`src/rtl/spi_responder_pkg.sv`:
```
// Shared definitions for the SPI responder: FSM encoding, CRC polynomial
// and the default byte returned when nothing is queued for transmit.
package spi_responder_pkg;

    typedef enum logic [1:0] {
        ST_IDLE  = 2'd0,
        ST_ARMED = 2'd1,
        ST_SHIFT = 2'd2
    } state_t;

    localparam logic [15:0] CRC16_POLY        = 16'h1021;
    localparam logic [7:0]  IDLE_FILL_DEFAULT = 8'hFF;

endpackage

```
`src/rtl/spi_responder_if.sv`:
```
// SPI pin group plus the byte-level tx/rx/CRC handshake of the responder.
interface spi_responder_if;

    logic        sclk;
    logic        mosi;
    logic        _ss;
    logic        miso;
    logic        miso_oe;
    logic [7:0]  tx_data;
    logic        tx_valid;
    logic        tx_ready;
    logic [7:0]  rx_data;
    logic        rx_valid;
    logic        rx_overrun;
    logic        rx_ack;
    logic        crc_reset;
    logic [15:0] crc_out;
    logic        active;

    modport slave (
        input  sclk, mosi, _ss, tx_data, tx_valid, rx_ack, crc_reset,
        output miso, miso_oe, tx_ready, rx_data, rx_valid, rx_overrun, crc_out, active
    );

    modport master (
        output sclk, mosi, _ss, tx_data, tx_valid, rx_ack, crc_reset,
        input  miso, miso_oe, tx_ready, rx_data, rx_valid, rx_overrun, crc_out, active
    );

endinterface

```
`src/rtl/spi_responder_crc.sv`:
```
// Combinational CRC16-CCITT step over one byte, MSB first, no reflection.
module crc16_ccitt_byte
    import spi_responder_pkg::*;
(
    input  logic [15:0] crc_in,
    input  logic [7:0]  data,
    output logic [15:0] crc_out
);

    logic [15:0] crc;

    always_comb begin
        crc = crc_in;
        for (int unsigned i = 0; i < 8; i++) begin
            if (crc[15] ^ data[3'(7 - i)]) begin
                crc = {crc[14:0], 1'b0} ^ CRC16_POLY;
            end else begin
                crc = {crc[14:0], 1'b0};
            end
        end
        crc_out = crc;
    end

endmodule

```
`src/rtl/spi_responder.sv`:
```
// Mode-0 SPI responder oversampled by clk: synchronized pins, byte framing,
// tx holding register, rx byte handoff with overrun flag and running CRC16.
module spi_responder
    import spi_responder_pkg::*;
#(
    parameter int unsigned SYNC_STAGES = 2,
    parameter logic [7:0]  IDLE_FILL   = IDLE_FILL_DEFAULT
) (
    input logic            clk,
    input logic            rst,
    spi_responder_if.slave bus
);

    logic [SYNC_STAGES-1:0] sclk_sync, mosi_sync, ss_sync;
    logic                   sclk_d, ss_d;
    logic                   sclk_s, mosi_s, ss_s;
    logic                   sclk_rise, sclk_fall, ss_fall;

    always_ff @(posedge clk) begin
        if (rst) begin
            sclk_sync <= '0;
            mosi_sync <= '0;
            ss_sync   <= '1;
            sclk_d    <= 1'b0;
            ss_d      <= 1'b1;
        end else begin
            sclk_sync <= {sclk_sync[SYNC_STAGES-2:0], bus.sclk};
            mosi_sync <= {mosi_sync[SYNC_STAGES-2:0], bus.mosi};
            ss_sync   <= {ss_sync[SYNC_STAGES-2:0], bus._ss};
            sclk_d    <= sclk_sync[SYNC_STAGES-1];
            ss_d      <= ss_sync[SYNC_STAGES-1];
        end
    end

    assign sclk_s    = sclk_sync[SYNC_STAGES-1];
    assign mosi_s    = mosi_sync[SYNC_STAGES-1];
    assign ss_s      = ss_sync[SYNC_STAGES-1];
    assign sclk_rise = sclk_s & ~sclk_d;
    assign sclk_fall = ~sclk_s & sclk_d;
    assign ss_fall   = ~ss_s & ss_d;

    state_t      state, state_n;
    logic [2:0]  bit_cnt, bit_cnt_n;
    logic [7:0]  tx_shift, tx_shift_n;
    logic [7:0]  hold_data, hold_data_n;
    logic        hold_full, hold_full_n;
    logic [6:0]  rx_shift, rx_shift_n;
    logic [7:0]  rx_data_q, rx_data_n;
    logic        byte_done, byte_done_n;
    logic        rx_valid_q, rx_valid_n;
    logic        rx_pending, rx_pending_n;
    logic        rx_overrun_q, rx_overrun_n;
    logic [15:0] crc_q, crc_n;

    logic [7:0]  rx_byte;
    logic [15:0] crc_seed, crc_calc;
    logic [7:0]  reload_byte;
    logic        tx_accept;
    logic        reload;

    assign rx_byte     = {rx_shift, mosi_s};
    // Seeding from zero lets a crc_reset coincident with a byte restart the CRC on it.
    assign crc_seed    = bus.crc_reset ? '0 : crc_q;
    assign reload_byte = hold_full ? hold_data : IDLE_FILL;
    assign tx_accept   = bus.tx_valid & ~hold_full;

    crc16_ccitt_byte u_crc (
        .crc_in  (crc_seed),
        .data    (rx_byte),
        .crc_out (crc_calc)
    );

    always_comb begin
        state_n      = state;
        bit_cnt_n    = bit_cnt;
        tx_shift_n   = tx_shift;
        rx_shift_n   = rx_shift;
        rx_data_n    = rx_data_q;
        byte_done_n  = 1'b0;
        crc_n        = bus.crc_reset ? '0 : crc_q;
        reload       = 1'b0;

        unique case (state)
            ST_IDLE: begin
                if (ss_fall) begin
                    state_n    = ST_ARMED;
                    bit_cnt_n  = '0;
                    tx_shift_n = reload_byte;
                    reload     = 1'b1;
                end
            end
            ST_ARMED: begin
                if (sclk_rise) begin
                    state_n    = ST_SHIFT;
                    bit_cnt_n  = 3'd1;
                    rx_shift_n = {rx_shift[5:0], mosi_s};
                end
            end
            ST_SHIFT: begin
                if (sclk_rise) begin
                    bit_cnt_n  = bit_cnt + 3'd1;
                    rx_shift_n = {rx_shift[5:0], mosi_s};
                    if (bit_cnt == 3'd7) begin
                        rx_data_n   = rx_byte;
                        crc_n       = crc_calc;
                        byte_done_n = 1'b1;
                    end
                end else if (sclk_fall) begin
                    // bit_cnt wrapped to 0 on the 8th rise: this fall starts the next byte
                    if (bit_cnt == 3'd0) begin
                        state_n    = ST_ARMED;
                        tx_shift_n = reload_byte;
                        reload     = 1'b1;
                    end else begin
                        tx_shift_n = {tx_shift[6:0], 1'b1};
                    end
                end
            end
            default: state_n = ST_IDLE;
        endcase

        if (ss_s && state != ST_IDLE) begin
            state_n     = ST_IDLE;
            bit_cnt_n   = '0;
            rx_shift_n  = '0;
            tx_shift_n  = '1;
            rx_data_n   = rx_data_q;
            crc_n       = bus.crc_reset ? '0 : crc_q;
            byte_done_n = 1'b0;
            reload      = 1'b0;
        end

        hold_full_n  = tx_accept ? 1'b1 : (reload ? 1'b0 : hold_full);
        hold_data_n  = tx_accept ? bus.tx_data : hold_data;

        rx_valid_n   = byte_done;
        rx_pending_n = rx_valid_q ? 1'b1 : (bus.rx_ack ? 1'b0 : rx_pending);
        rx_overrun_n = bus.rx_ack ? 1'b0 : ((rx_valid_q & rx_pending) ? 1'b1 : rx_overrun_q);
    end

    always_ff @(posedge clk) begin
        if (rst) begin
            state        <= ST_IDLE;
            bit_cnt      <= '0;
            tx_shift     <= '1;
            hold_data    <= '0;
            hold_full    <= 1'b0;
            rx_shift     <= '0;
            rx_data_q    <= '0;
            byte_done    <= 1'b0;
            rx_valid_q   <= 1'b0;
            rx_pending   <= 1'b0;
            rx_overrun_q <= 1'b0;
            crc_q        <= '0;
        end else begin
            state        <= state_n;
            bit_cnt      <= bit_cnt_n;
            tx_shift     <= tx_shift_n;
            hold_data    <= hold_data_n;
            hold_full    <= hold_full_n;
            rx_shift     <= rx_shift_n;
            rx_data_q    <= rx_data_n;
            byte_done    <= byte_done_n;
            rx_valid_q   <= rx_valid_n;
            rx_pending   <= rx_pending_n;
            rx_overrun_q <= rx_overrun_n;
            crc_q        <= crc_n;
        end
    end

    assign bus.miso       = tx_shift[7];
    assign bus.miso_oe    = ~ss_s;
    assign bus.active     = ~ss_s;
    assign bus.tx_ready   = ~hold_full;
    assign bus.rx_data    = rx_data_q;
    assign bus.rx_valid   = rx_valid_q;
    assign bus.rx_overrun = rx_overrun_q;
    assign bus.crc_out    = crc_q;

endmodule

```
`src/flat_wrapper.sv`:
```
// flat-port wrapper written by rule: the top's interface ports become plain ports
module spi_responder_flat import spi_responder_pkg::*;
#(
    parameter int unsigned SYNC_STAGES = 2,
    parameter logic [7:0]  IDLE_FILL   = IDLE_FILL_DEFAULT
)
  (clk, rst, bus_sclk, bus_mosi, bus__ss, bus_tx_data, bus_tx_valid, bus_rx_ack, bus_crc_reset, bus_miso, bus_miso_oe, bus_tx_ready, bus_rx_data, bus_rx_valid, bus_rx_overrun, bus_crc_out, bus_active);
  spi_responder_if bus_i ();
  input logic clk;
  input logic rst;
  input wire logic [$bits(bus_i.sclk)-1:0] bus_sclk;
  input wire logic [$bits(bus_i.mosi)-1:0] bus_mosi;
  input wire logic [$bits(bus_i._ss)-1:0] bus__ss;
  input wire logic [$bits(bus_i.tx_data)-1:0] bus_tx_data;
  input wire logic [$bits(bus_i.tx_valid)-1:0] bus_tx_valid;
  input wire logic [$bits(bus_i.rx_ack)-1:0] bus_rx_ack;
  input wire logic [$bits(bus_i.crc_reset)-1:0] bus_crc_reset;
  output wire logic [$bits(bus_i.miso)-1:0] bus_miso;
  output wire logic [$bits(bus_i.miso_oe)-1:0] bus_miso_oe;
  output wire logic [$bits(bus_i.tx_ready)-1:0] bus_tx_ready;
  output wire logic [$bits(bus_i.rx_data)-1:0] bus_rx_data;
  output wire logic [$bits(bus_i.rx_valid)-1:0] bus_rx_valid;
  output wire logic [$bits(bus_i.rx_overrun)-1:0] bus_rx_overrun;
  output wire logic [$bits(bus_i.crc_out)-1:0] bus_crc_out;
  output wire logic [$bits(bus_i.active)-1:0] bus_active;
  assign bus_i.sclk = bus_sclk;
  assign bus_i.mosi = bus_mosi;
  assign bus_i._ss = bus__ss;
  assign bus_i.tx_data = bus_tx_data;
  assign bus_i.tx_valid = bus_tx_valid;
  assign bus_i.rx_ack = bus_rx_ack;
  assign bus_i.crc_reset = bus_crc_reset;
  assign bus_miso = bus_i.miso;
  assign bus_miso_oe = bus_i.miso_oe;
  assign bus_tx_ready = bus_i.tx_ready;
  assign bus_rx_data = bus_i.rx_data;
  assign bus_rx_valid = bus_i.rx_valid;
  assign bus_rx_overrun = bus_i.rx_overrun;
  assign bus_crc_out = bus_i.crc_out;
  assign bus_active = bus_i.active;
  spi_responder #(.SYNC_STAGES(SYNC_STAGES), .IDLE_FILL(IDLE_FILL)) u_core (.clk(clk), .rst(rst), .bus(bus_i));
endmodule
```
`config.mk`:
```
export PLATFORM = sky130hd
export DESIGN_NAME = spi_responder_flat
export DESIGN_NICKNAME = d
export VERILOG_FILES = /design/src/rtl/spi_responder_pkg.sv /design/src/rtl/spi_responder_if.sv /design/src/rtl/spi_responder_crc.sv /design/src/rtl/spi_responder.sv /design/src/flat_wrapper.sv
export SDC_FILE = /design/constraint.sdc
export NUM_CORES = 1
export LEC_CHECK = 0
export ABC_CLOCK_PERIOD_IN_PS = 1800
export CORE_MARGIN = 4
export CORE_UTILIZATION = 48
export DETAILED_ROUTE_END_ITERATION = 8
export GPL_TIMING_DRIVEN = 0
export PLACE_DENSITY = 0.85
export SETUP_SLACK_MARGIN = 0.5
export SLEW_MARGIN = 20
export SYNTH_ARGS = -nofsm -noshare
export SYNTH_HDL_FRONTEND = slang
export SYNTH_SLANG_ARGS = --single-unit
export TNS_END_PERCENT = 20
```
`constraint.sdc`:
```
create_clock -name clk -period 1.8 [get_ports clk]
set_input_delay 0.27 -clock clk [delete_from_list [all_inputs] [get_ports clk]]
set_output_delay 0.27 -clock clk [all_outputs]
set_load 0.02 [all_outputs]
```
* Word level (Yosys, flattened, before mapping)
Index checks and enable logic that the tools add are counted.
** Word-level totals
- Flip-flop bits (word level) :: 65
- Input port bits :: 16
- Output and inout port bits :: 30
- Word-level logic and storage cells :: 112
** Operators by class
- $add $sub $neg :: 1
- Equality and inequality tests :: 9
- Muxes and demuxes :: 40
- Bitwise logic cells :: 28
- Reductions and logical operators :: 17
** Operators with widths (number)
- 2-to-1 mux 13 bit :: 8
- 2-to-1 mux 16 bit :: 5
- 2-to-1 mux 8 bit :: 5
- NOT 3 bit :: 8
- case mux 8 bit (2 select lines) :: 1
- AND reduction 4 bit :: 3
- 2-to-1 mux 1 bit :: 10
- 2-to-1 mux 2 bit :: 5
- != test 2 x 1 -> 1 bit, second input constant :: 5
- 2-to-1 mux 3 bit :: 3
- case mux 3 bit (3 select lines) :: 1
- nonzero test 2 bit :: 4
- XOR 1 bit :: 8
- NOT 1 bit :: 7
- case mux 2 bit (3 select lines) :: 1
- OR reduction 2 bit :: 3
- bitwise AND 1 bit :: 5
- AND reduction 5 bit :: 1
- OR reduction 4 bit :: 1
- adder 3 x 1 -> 3 bit, second input constant :: 1
- equality test 3 bit, second input constant :: 1
- zero test 3 bit :: 1
- nonzero test 3 bit :: 1
- equality test 2 x 1 -> 1 bit, second input constant :: 1
- 6 further kinds :: 6

* Depth between registers and ports, before layout
- Depth in word-level cells :: 21
- Mapped depth :: 8
- Gate-level depth less buffers :: 7

* By module
A second synthesis with hierarchy kept.
** Second synthesis, totals
- Cells, all modules :: 347
- Area, all modules :: 3050.4 µm²
** Modules (own cells, without submodules)
- spi_responder :: instances 1, cells an instance 322, area an instance 2662.6 µm², seq. area each 1301.2 µm²
- crc16_ccitt_byte :: instances 1, cells an instance 25, area an instance 387.9 µm², seq. area each 0.0 µm²

* Worst setup path before layout
No wires, ideal clock.
- Path type :: reg2reg
- Start :: register u_core.state[0]
- End :: register u_core.crc_q[14], in the netlist u_core.bus.crc_out[14]
- Setup time :: 132 ps
- Arrival :: 1551 ps
- Data required time :: 1668 ps
- Setup slack :: 118 ps
- Stages on the path, launching flop included :: 9
- Path buffers :: 1
- Period minus slack after synthesis :: 1682 ps
- Cells stage by stage :: dfxtp_1 inv_1 ha_1 nand2b_1 and3_1 buf_4 and3_1 mux2i_1 a21oi_1
** On the way
- Longest elaborated chain between the ends :: 3
- Elaborated cells between the ends (all ways) :: 5
- Classes of those cells :: 1 x eq/ne; 2 x mux; 2 x reduce/logical
** Ends and longest elaborated chain
- from (decl) :: line spi_responder.sv:42 : state_t state, state_n;
- from (signal assigned) :: line spi_responder.sv:156 : state <= state_n;
- equality test 2 bit or nonzero test 2 bit (tied branches) :: line spi_responder.sv:83, spi_responder.sv:122
- 2-to-1 mux 16 bit or logical AND 1 bit (tied branches) :: line spi_responder.sv:83, spi_responder.sv:122
- 2-to-1 mux 16 bit (*) :: line spi_responder.sv:122 : if (ss_s && state != ST_IDLE) begin
- to (signal assigned) :: line spi_responder.sv:167 : crc_q <= crc_n;
- to (decl) :: line spi_responder.sv:53 : logic [15:0] crc_q, crc_n;
Every way passes the cells marked *; elsewhere a longest branch is shown, timed or not.
A chain may end at the register's enable or synchronous reset.

* Final worst setup path
- Start :: register u_core.bit_cnt[1]
- End :: register u_core.crc_q[10], in the netlist u_core.bus.crc_out[10]
** On the way
- Longest elaborated chain between the ends :: 5
** Ends and longest elaborated chain
- from (decl) :: line spi_responder.sv:43 : logic [2:0] bit_cnt, bit_cnt_n;
- from (signal assigned) :: line spi_responder.sv:157 : bit_cnt <= bit_cnt_n;
- equality test 3 bit :: line spi_responder.sv:103 : if (bit_cnt == 3'd7) begin
- 2-to-1 mux 16 bit :: line spi_responder.sv:103
- 2-to-1 mux 16 bit :: line spi_responder.sv:100 : if (sclk_rise) begin
- 2-to-1 mux 16 bit :: line spi_responder.sv:83 : unique case (state)
- 2-to-1 mux 16 bit :: line spi_responder.sv:122
No other way between the ends.

==> results_dict.tcl <==
set metrics [dict create \
    area_delta_synth_final_pct 40.82 \
    clockRootBuffer "clkbuf_8" \
    postSynthAreaPerCell_um2 8.549 \
    power.sequential.fraction 0.413 \
    required_ps 2090 \
    post_drt_wl_per_cell_um 17.25 \
    number_of_port_buffers 45 \
    grt_overflow 0 \
    dp.cells 461 \
    cts.sink_count 65 \
    die_area_mm2 0.007384 \
    fmax_mhz 580.5 \
    non_filler_instance_count_after_layout 498 \
    synth-seq-cells 65 \
    finClkSkew_ps 8.195 \
    area.sequential_mm2 0.001315 \
    postSynthCellCount 341 \
    diodes 0 \
    number_of_h_tree_levels 3 \
    power_switching_share 0.2872 \
    timing.setup.critical_path_class "flop to flop" \
    clk_latency_ps 350 \
    final_layout_size_suffix_gt1_frac 0.2411 \
    setup.worst_path.end_class "flop" \
    core_area_mm2 0.005921 \
    unrepaired_setup_endpoints_after_global_routing "yes" \
    final_min_period_over_clock_period 0.9570 \
    share_clk_of_total_power 0.340 \
    internal_power_mw 2.829 \
    vdd_ir_drop_max_v 0.0007550 \
    crit_path_start_kind "flop" \
    power_switching_mw 1.140 \
    cts_tree "built" \
    portion_of_the_post_synthesis_area_used_by_sequential_elements 0.4464 \
    cts-root-to-sink-buffers 2 \
    area_of_the_multi_input_gates_mm2 0.001645 \
    antenna_found_initial 0 \
    maxSlewViolCount 0 \
    antenna_left 0 \
    status "finished, final reports clean" \
    leakage_nw 1.634 \
    netlist-cell-type-count 37 \
    detailedRoute.firstIterationViolations 223 \
    max_cap_violations 0 \
    detailed_routing_iteration_count_for_the_pre_antenna_repair_pass 5 \
    drt_drc_violations_left 0 \
    place.gp.congestion 0.8598 \
    fp.dieW_um 85.93 \
    power_density_mw_per_mm2 966.8 \
    ys_warn_count 0 \
    crit_path_max_fanout 6 \
    total_routing_resource_utilization_after_global_routing 0.2253 \
    timing_worst_slew_pin_value_ps 628.0 \
    cts.clk_slew.worst_paths_ps 70 \
    synth_fp_nets 365 \
    drt-vias-per-instance 5.590 \
    nets 443 \
    grt_start_max_net_pins 12 \
    placed_inst_area_mm2 0.003531 \
    grt_pass1_wl_um 13120 \
    dp.final_hpwl_um 4826 \
    num_io_pins 46 \
    finish.instance_area_mm2 0.004105 \
    synth.cell_area_mm2 0.002915 \
    inserted_clock_buffers 9 \
    hold_violations 0 \
    dieHeight_um 85.93 \
    period_minus_slack_ps 1723 \
    starting_density_of_the_core 0.4924 \
    setup_viol 0 \
    drt-total-wl_um 8589 \
    fill_cells 418 \
    worstPathArrival_ps 2010 \
    min_path_type "flop to flop" \
    row_count 28 \
    comb_power_share 0.247 \
    slew_headroom 0.5813 \
    grt_pass1_vias 2740 \
    dr_total_vias 2784 \
]
-- worst max-delay path, cell delays in order, from the launching register on --
cell     delay (ps)
dfxtp_2         350
ha_4            150
ha_4            110
and3b_2         180
and3_4          220
buf_6           130
buf_6           130
nand3_1          70
a21oi_1         180
o21a_1          150
-- area by class of cell --
cell class / count / area share
well taps: 75 / 0.02286
clock inverters: 3 / 0.01585
inverters: 11 / 0.01189
repair buffers: 66 / 0.1530
plain buffers: 20 / 0.03993
flip-flops and latches: 65 / 0.3203
clock buffers: 12 / 0.03536
multi-input cells: 246 / 0.4008
-- cell usage in the layout, fill, tap and decap left out, types with 3 or more instances in the layout --
cell type,instances
or3_1,3
xnor2_1,19
clkbuf_1,5
xor2_1,4
o21a_1,5
ha_1,3
inv_1,6
ha_4,4
nand3_1,6
buf_2,3
clkbuf_4,3
clkbuf_2,3
nand2b_1,6
a21oi_1,24
o21ai_0,11
inv_2,3
nand2_1,48
buf_6,12
nand3b_1,9
nand2_2,12
dfxtp_4,3
clkdlybuf4s50_1,41
and3_4,3
nor2_1,20
a21oi_2,9
clkbuf_8,13
nor3_1,3
o211ai_1,9
mux2i_1,11
nand4_1,4
dfxtp_1,60
buf_4,14
nor2b_1,9
-- path summary, 6_finish.rpt --
kind / start / endpoint / slack (ps) / depth (start not counted)
hold / removal: u_core.ss_sync[0] / u_core.ss_sync[1] / 410 / 1
setup reg to reg: u_core.bit_cnt[1] / u_core.bus.crc_out[10] / 80 / 9
hold reg to reg: u_core.ss_sync[0] / u_core.ss_sync[1] / 410 / 1
setup / recovery: u_core.bit_cnt[1] / u_core.bus.crc_out[10] / 80 / 9
-- per-layer routing --
metal | vias up | routed length (um) | GRT usage
li1 | 1300 | - | -
met1 | 1330 | 3510 | 0.2759
met2 | 129 | 4265 | 0.3728
met3 | 25 | 573 | 0.06052
met4 | 0 | 239 | 0.09353
met5 | - | 0 | 0
-- what timing repair did --
item                       4_1_cts  5_1_grt
setup buffers                   15        1
gates cloned                     5        1
hold buffers                     0        0
gates resized for setup         61       22
setup endpoints to repair       85       84
pin swaps                        9        5
-- state kept, by name (all words and copies together), names as in the netlist --
| name | count |
|---|---|
| u_core.mosi_sync | 2 |
| u_core.rx_pending | 1 |
| u_core.rx_shift | 7 |
| u_core.sclk_sync | 2 |
| u_core.ss_sync | 2 |
| u_core.hold_data | 8 |
| u_core.sclk_d | 1 |
| u_core.tx_shift | 8 |
| u_core.bus.rx_overrun | 1 |
| u_core.bus.rx_valid | 1 |
| u_core.bus.rx_data | 8 |
| u_core.ss_d | 1 |
| u_core.byte_done | 1 |
| u_core.bit_cnt | 3 |
| u_core.bus.crc_out | 16 |
| u_core.state | 2 |
| u_core.hold_full | 1 |
-- per-stage QoR --
stage / setup WS, ps / power [mW] / setup TNS, ps / hold WS [ps] / util
after floorplan: 251.5 / 2.248 / 0 / 346.8 / -
after global placement: -123.8 / 2.422 / -1956 / 394.9 / 0.5964
after detailed placement: -151.7 / 2.467 / -3259 / 404.7 / 0.5964
after CTS: 138.7 / 3.918 / 0 / 420.7 / 0.6815
after global routing: 15.06 / 4.132 / 0 / 434.1 / 0.6934
final: 77.47 / 3.969 / 0 / 413.2 / 0.6934
-- cell families after synthesis --
logic type                 after synthesis  synth area share
muxes                                   11           0.03777
and+or+nand+nor                        135            0.2253
xor gates and xnor gates                24           0.07210
DFF                                     65            0.4464
AOI/OAI and AO/OA                       67            0.1348
buffers and inverters                   31           0.04936
adders and majority gates                8           0.03434
-- cells in the mapped netlist --
| master | n | area share |
|---|---|---|
| buf_1 | 3 | 0.0039 |
| o211ai_1 | 9 | 0.023 |
| clkbuf_1 | 8 | 0.010 |
| and3b_1 | 2 | 0.0060 |
| a32oi_1 | 1 | 0.0030 |
| dfxtp_1 | 65 | 0.45 |
| and2b_2 | 1 | 0.0030 |
| xor2_1 | 4 | 0.012 |
| a21oi_1 | 33 | 0.057 |
| nand3b_1 | 9 | 0.023 |
| a21o_1 | 2 | 0.0051 |
| nand3_2 | 1 | 0.0034 |
| buf_4 | 4 | 0.010 |
| nor2_1 | 20 | 0.026 |
| or3_1 | 4 | 0.0086 |
| nor2b_1 | 9 | 0.019 |
| xnor2_1 | 20 | 0.060 |
| o21ai_0 | 12 | 0.021 |
| nand4_1 | 4 | 0.0086 |
| and3_1 | 3 | 0.0064 |
| buf_6 | 1 | 0.0039 |
| buf_2 | 4 | 0.0069 |
| or2_2 | 2 | 0.0043 |
| a31oi_1 | 1 | 0.0021 |
| nand2_1 | 60 | 0.077 |
| nand2b_1 | 7 | 0.015 |
| inv_1 | 11 | 0.014 |
| a22oi_1 | 2 | 0.0051 |
| o21a_1 | 5 | 0.013 |
| nand3_1 | 7 | 0.012 |
| ha_1 | 8 | 0.034 |
| nor3_1 | 3 | 0.0051 |
| mux2i_1 | 11 | 0.038 |
| and2b_1 | 2 | 0.0051 |
| nor2_2 | 1 | 0.0021 |
| a221oi_1 | 1 | 0.0030 |
| o311ai_0 | 1 | 0.0030 |
-- power groups by stage --
stage          sequential (mW)  combinational [mW]  clock (mW)
3_5_place_dp              1.67               0.795           0
6_report                  1.64               0.980        1.35
5_1_grt                   1.65                1.07        1.41
2_1_floorplan             1.67               0.581           0
4_1_cts                   1.63               0.939        1.35
3_3_place_gp              1.66               0.757           0
Power figures use the tool's default switching activity.
